--- config.mk ---
export PLATFORM = sky130hd
export DESIGN_NAME = lift_call_scheduler
export DESIGN_NICKNAME = d
export VERILOG_FILES = /design/src/rtl/lift_call_scheduler.sv
export SDC_FILE = /design/constraint.sdc
export NUM_CORES = 1
export LEC_CHECK = 0
export ABC_AREA = 1
export CAP_MARGIN = 20
export CORE_UTILIZATION = 50
export CTS_CLUSTER_DIAMETER = 60
export CTS_CLUSTER_SIZE = 8
export DETAILED_ROUTE_END_ITERATION = 8
export GPL_ROUTABILITY_DRIVEN = 0
export HOLD_SLACK_MARGIN = 0.15
export PLACE_DENSITY = 0.84
export SYNTH_ARGS = -nofsm -noshare
export SYNTH_HDL_FRONTEND = slang
export SYNTH_SLANG_ARGS = --single-unit
export TNS_END_PERCENT = 100
--- constraint.sdc ---
create_clock -name clk -period 1.8 [get_ports clk]
set_input_delay 0.45 -clock clk [delete_from_list [all_inputs] [get_ports clk]]
set_output_delay 0.45 -clock clk [all_outputs]
set_load 0.005 [all_outputs]
--- src/rtl/lift_call_scheduler.sv ---
// rtl/lift_call_scheduler.sv - SCAN-ordered call scheduler for a 4-floor lift
// Optional stall-timeout fault is enabled by defining LIFT_SCHED_TIMEOUT_EN.
module lift_call_scheduler #(
  parameter int unsigned NFLOORS     = 4,
  parameter int unsigned DWELL_CYC   = 3,
  parameter int unsigned TIMEOUT_CYC = 16
) (
  input  logic               clk,
  input  logic               rst,
  input  logic [NFLOORS-1:0] call_req,
  input  logic [1:0]         lift_state,
  output logic [1:0]         floor,
  output logic [NFLOORS-1:0] pending,
  output logic               dir,
  output logic               busy,
  output logic               door_open,
  output logic               fault
);

  localparam int unsigned DW = (DWELL_CYC > 1) ? $clog2(DWELL_CYC) : 1;
  localparam logic [DW-1:0] DWELL_LOAD = DW'(DWELL_CYC - 1);

  if (DWELL_CYC < 1 || TIMEOUT_CYC < 1) begin : g_bad_params
    $error("DWELL_CYC and TIMEOUT_CYC must both be >= 1");
  end

  typedef enum logic [1:0] {
    ST_IDLE  = 2'd0,
    ST_MOVE  = 2'd1,
    ST_DWELL = 2'd2
  } state_t;

  state_t              state_q, state_d;
  logic [1:0]          floor_q, floor_d;
  logic [NFLOORS-1:0]  pending_q, pending_d;
  logic                dir_q, dir_d;
  logic [DW-1:0]       dwell_q, dwell_d;
  logic [NFLOORS-1:0]  clr;
  logic [NFLOORS-1:0]  ls_onehot;
  logic                up_any, dn_any;
  logic [1:0]          up_tgt, dn_tgt;
  logic                fault_blk;

  assign ls_onehot = {{(NFLOORS-1){1'b0}}, 1'b1} << lift_state;

  // Descending scan leaves the lowest floor above; ascending leaves the highest below.
  always_comb begin
    up_any = 1'b0;
    up_tgt = 2'd0;
    dn_any = 1'b0;
    dn_tgt = 2'd0;
    for (int i = NFLOORS - 1; i >= 0; i--) begin
      if (pending_q[i] && (i > int'(lift_state))) begin
        up_any = 1'b1;
        up_tgt = 2'(i);
      end
    end
    for (int i = 0; i < NFLOORS; i++) begin
      if (pending_q[i] && (i < int'(lift_state))) begin
        dn_any = 1'b1;
        dn_tgt = 2'(i);
      end
    end
  end

`ifdef LIFT_SCHED_TIMEOUT_EN
  localparam int unsigned STW = $clog2(TIMEOUT_CYC + 1);
  logic [STW-1:0] stall_q, stall_d;
  logic [1:0]     last_ls_q;
  logic           fault_q, fault_d;
  assign fault_blk = fault_q;
  assign fault     = fault_q;
`else
  assign fault_blk = 1'b0;
  assign fault     = 1'b0;
`endif

  always_comb begin
    state_d = state_q;
    floor_d = floor_q;
    dir_d   = dir_q;
    dwell_d = dwell_q;
    clr     = '0;
`ifdef LIFT_SCHED_TIMEOUT_EN
    stall_d = stall_q;
    fault_d = fault_q;
`endif
    case (state_q)
      ST_IDLE: begin
        if (pending_q != '0) begin
          if (pending_q[lift_state]) begin
            state_d = ST_DWELL;
            dwell_d = DWELL_LOAD;
            clr     = ls_onehot;
          end else if (!fault_blk) begin
            if (up_any && (dir_q || !dn_any)) begin
              dir_d   = 1'b1;
              floor_d = up_tgt;
              state_d = ST_MOVE;
            end else if (dn_any) begin
              dir_d   = 1'b0;
              floor_d = dn_tgt;
              state_d = ST_MOVE;
            end
`ifdef LIFT_SCHED_TIMEOUT_EN
            stall_d = '0;
`endif
          end
        end
      end
      ST_MOVE: begin
        if (lift_state == floor_q) begin
          state_d = ST_DWELL;
          dwell_d = DWELL_LOAD;
          clr     = ls_onehot;
        end else begin
          // Retarget only ever pulls the target nearer along the current sweep.
          if (dir_q && up_any && (up_tgt < floor_q)) begin
            floor_d = up_tgt;
          end else if (!dir_q && dn_any && (dn_tgt > floor_q)) begin
            floor_d = dn_tgt;
          end
`ifdef LIFT_SCHED_TIMEOUT_EN
          if (lift_state != last_ls_q) begin
            stall_d = '0;
          end else if (stall_q == STW'(TIMEOUT_CYC - 1)) begin
            fault_d = 1'b1;
            state_d = ST_IDLE;
          end else begin
            stall_d = stall_q + 1'b1;
          end
`endif
        end
      end
      ST_DWELL: begin
        clr = ls_onehot;
        if (dwell_q == '0) begin
          state_d = ST_IDLE;
        end else begin
          dwell_d = dwell_q - 1'b1;
        end
      end
      default: state_d = ST_IDLE;
    endcase
    pending_d = (pending_q | call_req) & ~clr;
  end

  always_ff @(posedge clk) begin
    if (rst) begin
      state_q   <= ST_IDLE;
      floor_q   <= 2'd0;
      pending_q <= '0;
      dir_q     <= 1'b1;
      dwell_q   <= '0;
    end else begin
      state_q   <= state_d;
      floor_q   <= floor_d;
      pending_q <= pending_d;
      dir_q     <= dir_d;
      dwell_q   <= dwell_d;
    end
  end

`ifdef LIFT_SCHED_TIMEOUT_EN
  always_ff @(posedge clk) begin
    if (rst) begin
      stall_q   <= '0;
      last_ls_q <= 2'd0;
      fault_q   <= 1'b0;
    end else begin
      stall_q   <= stall_d;
      last_ls_q <= lift_state;
      fault_q   <= fault_d;
    end
  end
`endif

  assign floor     = floor_q;
  assign pending   = pending_q;
  assign dir       = dir_q;
  assign busy      = (state_q != ST_IDLE);
  assign door_open = (state_q == ST_DWELL);

endmodule

==> flow_metrics.tcl <==
set metrics [dict create \
    run_status "complete, no violations" \
    rsz0062_at_grt "no" \
    drive_above_1_share_pct 33.3 \
    fp-row-count 15 \
    syn_inst 148 \
    synthFlopType "dfxtp_1" \
    fin_crit_ns 1.76 \
    reg2reg_depth 11 \
    crit_type "reg2out" \
    drc 0 \
    grt_remaining_overflow 0 \
    yosys.cell_count.top_type "nand2_1" \
    finalCritPeriodShare_pct 98.0 \
    ys_seq_area_share_pct 24.0 \
    cts_made_buffers 3 \
    n_antenna_cell 0 \
    fin_util_pct 75.9 \
    postSynthAreaPerCell_um2 6.19 \
    busiest_layer "met2" \
    cp.arrival_ns 1.31 \
    timing.fmax_ghz 0.567 \
    crit_path_max_fanout 3 \
    grt_pass1_wl_um 3930 \
    die_y_um 44.8 \
    post_drt_via_cell_ratio 4.95 \
    drtAntennaViolNets 0 \
    dp.cells 207 \
    p_per_area_nw_per_um2 910 \
    synth.distinct_cells 24 \
    grtUsageMet1_pct 29.3 \
    setup_viol 0 \
    drt-initial-drc-count 32 \
    synth_fp_nets 160 \
    netlist_top_cells_count "41 x nand2_1, 22 x nor2_1, 16 x inv_1" \
    hp-class "reg2reg" \
    clk_pin_slew_ns 0.08 \
    dp_hpwl_um 1950 \
    via_count 1060 \
    start_kind "register" \
    synth_area_leader_cell "dfxtp_1" \
    nets 202 \
    start_util_pct 53.0 \
    met2_usage_pct 49.1 \
    antenna_found_initial 0 \
    p_leak_nw 0.692 \
    insertion_delay_ns 0.28 \
    clock_skew_ns 0.000524 \
    htreeDepth 1 \
    synth-warning-count 0 \
    drt-wirelength-per-cell_um 11.6 \
    met3_usage_pct 6.80 \
    synth-edff-count 0 \
    core_area_um2 1730 \
    die-area_um2 2010 \
    peakVddDrop_mv 0.699 \
    finalNonFillerCells 214 \
    clk_path_buf_depth 2 \
    io_pins 18 \
    layout_setup_ws_ns 0.0359 \
    netlist_area_um2 916 \
    drt_pass1_iterations 4 \
    synthArstFlopShare_pct 0 \
    synth.area.top_cells "dfxtp_1 24%, nand2_1 17%, nor2_1 9.0%, inv_1 6.6%, ha_1 5.5%" \
    p_total_mw 1.19 \
    cts_sinks 11 \
    routed_wl_um 2490 \
    max-cap-violations 0 \
    grt_max_degree 10 \
    die_x_um 44.8 \
    end_kind "output pin" \
    io_buffers 16 \
    track_usage_pct 26.8 \
    cts_tree "done" \
    root_buffer "clkbuf_4" \
    cp.required_ns 1.35 \
    holdWs_ns 0.505 \
    drv_slew 0 \
    grt_pass1_vias 1001 \
    hold_viol 0 \
    netlist.area_leader.share_pct 24.0 \
    syn2layout_area_growth_pct 43.0 \
    ys_ff_latch 11 \
    pre_cts_ws_ns -0.518 \
    hold_depth 2 \
]
-- cell type report --
cell class	count	area (um2)
clock buffer	4	26.3
fill	135	417
timing repair buffer	38	318
tap	25	31.3
sequential	11	228
inverter	24	90.1
multi-input combinational	112	617
-- worst max-delay path: stages (launching register included) --
cell and delay (ns):
dfxtp_2 0.37, inv_2 0.06, nand2_2 0.10, clkdlybuf4s50_1 0.51
-- routing by layer --
| metal | wire length (um) | up-vias |
|---|---|---|
| met1 | 1010 | 471 |
| met4 | 56 | 0 |
| met2 | 1290 | 42 |
| li1 | - | 539 |
| met3 | 132 | 8 |
| met5 | 0 | - |
-- kinds of logic (layout without fill, tap and decap cells) --
logic type / Yosys count / after routing / synth area share [%]
buffers and inverters: 25 / 66 / 10.7
and+or+nand+nor: 93 / 93 / 50.5
other: 1 / 1 / 0.409
adders and majority gates: 4 / 4 / 5.46
DFF: 11 / 11 / 24.0
AOI/OAI and AO/OA: 14 / 14 / 8.88
-- path summary, 6_finish.rpt --
check | from | end | slack, ns
setup / recovery | state_q[1] | busy | 0.04
hold / removal | dwell_q[0] | dwell_q[0] | 0.51
setup reg to reg | pending[3] | floor[1] | 0.19
hold reg to reg | dwell_q[0] | dwell_q[0] | 0.51
-- registers in the layout (all words and copies together), names as in the netlist --
register  count
dir           1
floor         2
dwell_q       2
pending       4
state_q       2
-- layout by cell type, fill, tap and decap left out, types with 4 or more instances in the layout --
| cell | netlist | final |
|---|---|---|
| o21ai_0 | 5 | 5 |
| nand2_1 | 41 | 39 |
| a21oi_1 | 6 | 5 |
| inv_1 | 16 | 16 |
| nand2_4 | 4 | 4 |
| clkdlybuf4s50_1 | 0 | 13 |
| nor2_1 | 22 | 22 |
| ha_1 | 4 | 4 |
| dfxtp_1 | 11 | 7 |
| buf_4 | 1 | 22 |
| nand2_2 | 5 | 7 |
| inv_2 | 8 | 8 |
| nand3_1 | 9 | 8 |
-- power breakdown --
group / switching (mW) / leakage [nW] / internal (mW)
clock network: 0.0970 / 0.0150 / 0.0861
logic: 0.359 / 0.585 / 0.298
registers: 0.0542 / 0.0927 / 0.299
total: 0.510 / 0.692 / 0.682
-- timing repair --
item                                    CTS  global route
hold buffers                              0             0
endpoints found under the setup margin   10             5
gates resized for setup                   7            10
hold endpoints to repair                  0             0
pin swaps                                 1             1
buffers inserted                          1             2
-- metrics by stage --
stage               setup TNS, ns  instance area (um2)
floorplan                       0                  916
global placement            -3.10                 1240
detailed placement          -3.75                 1240
CTS                       -0.0143                 1290
global route                    0                 1310
finish                          0                 1310
Note: power is estimated with default switching activity, not from simulation.
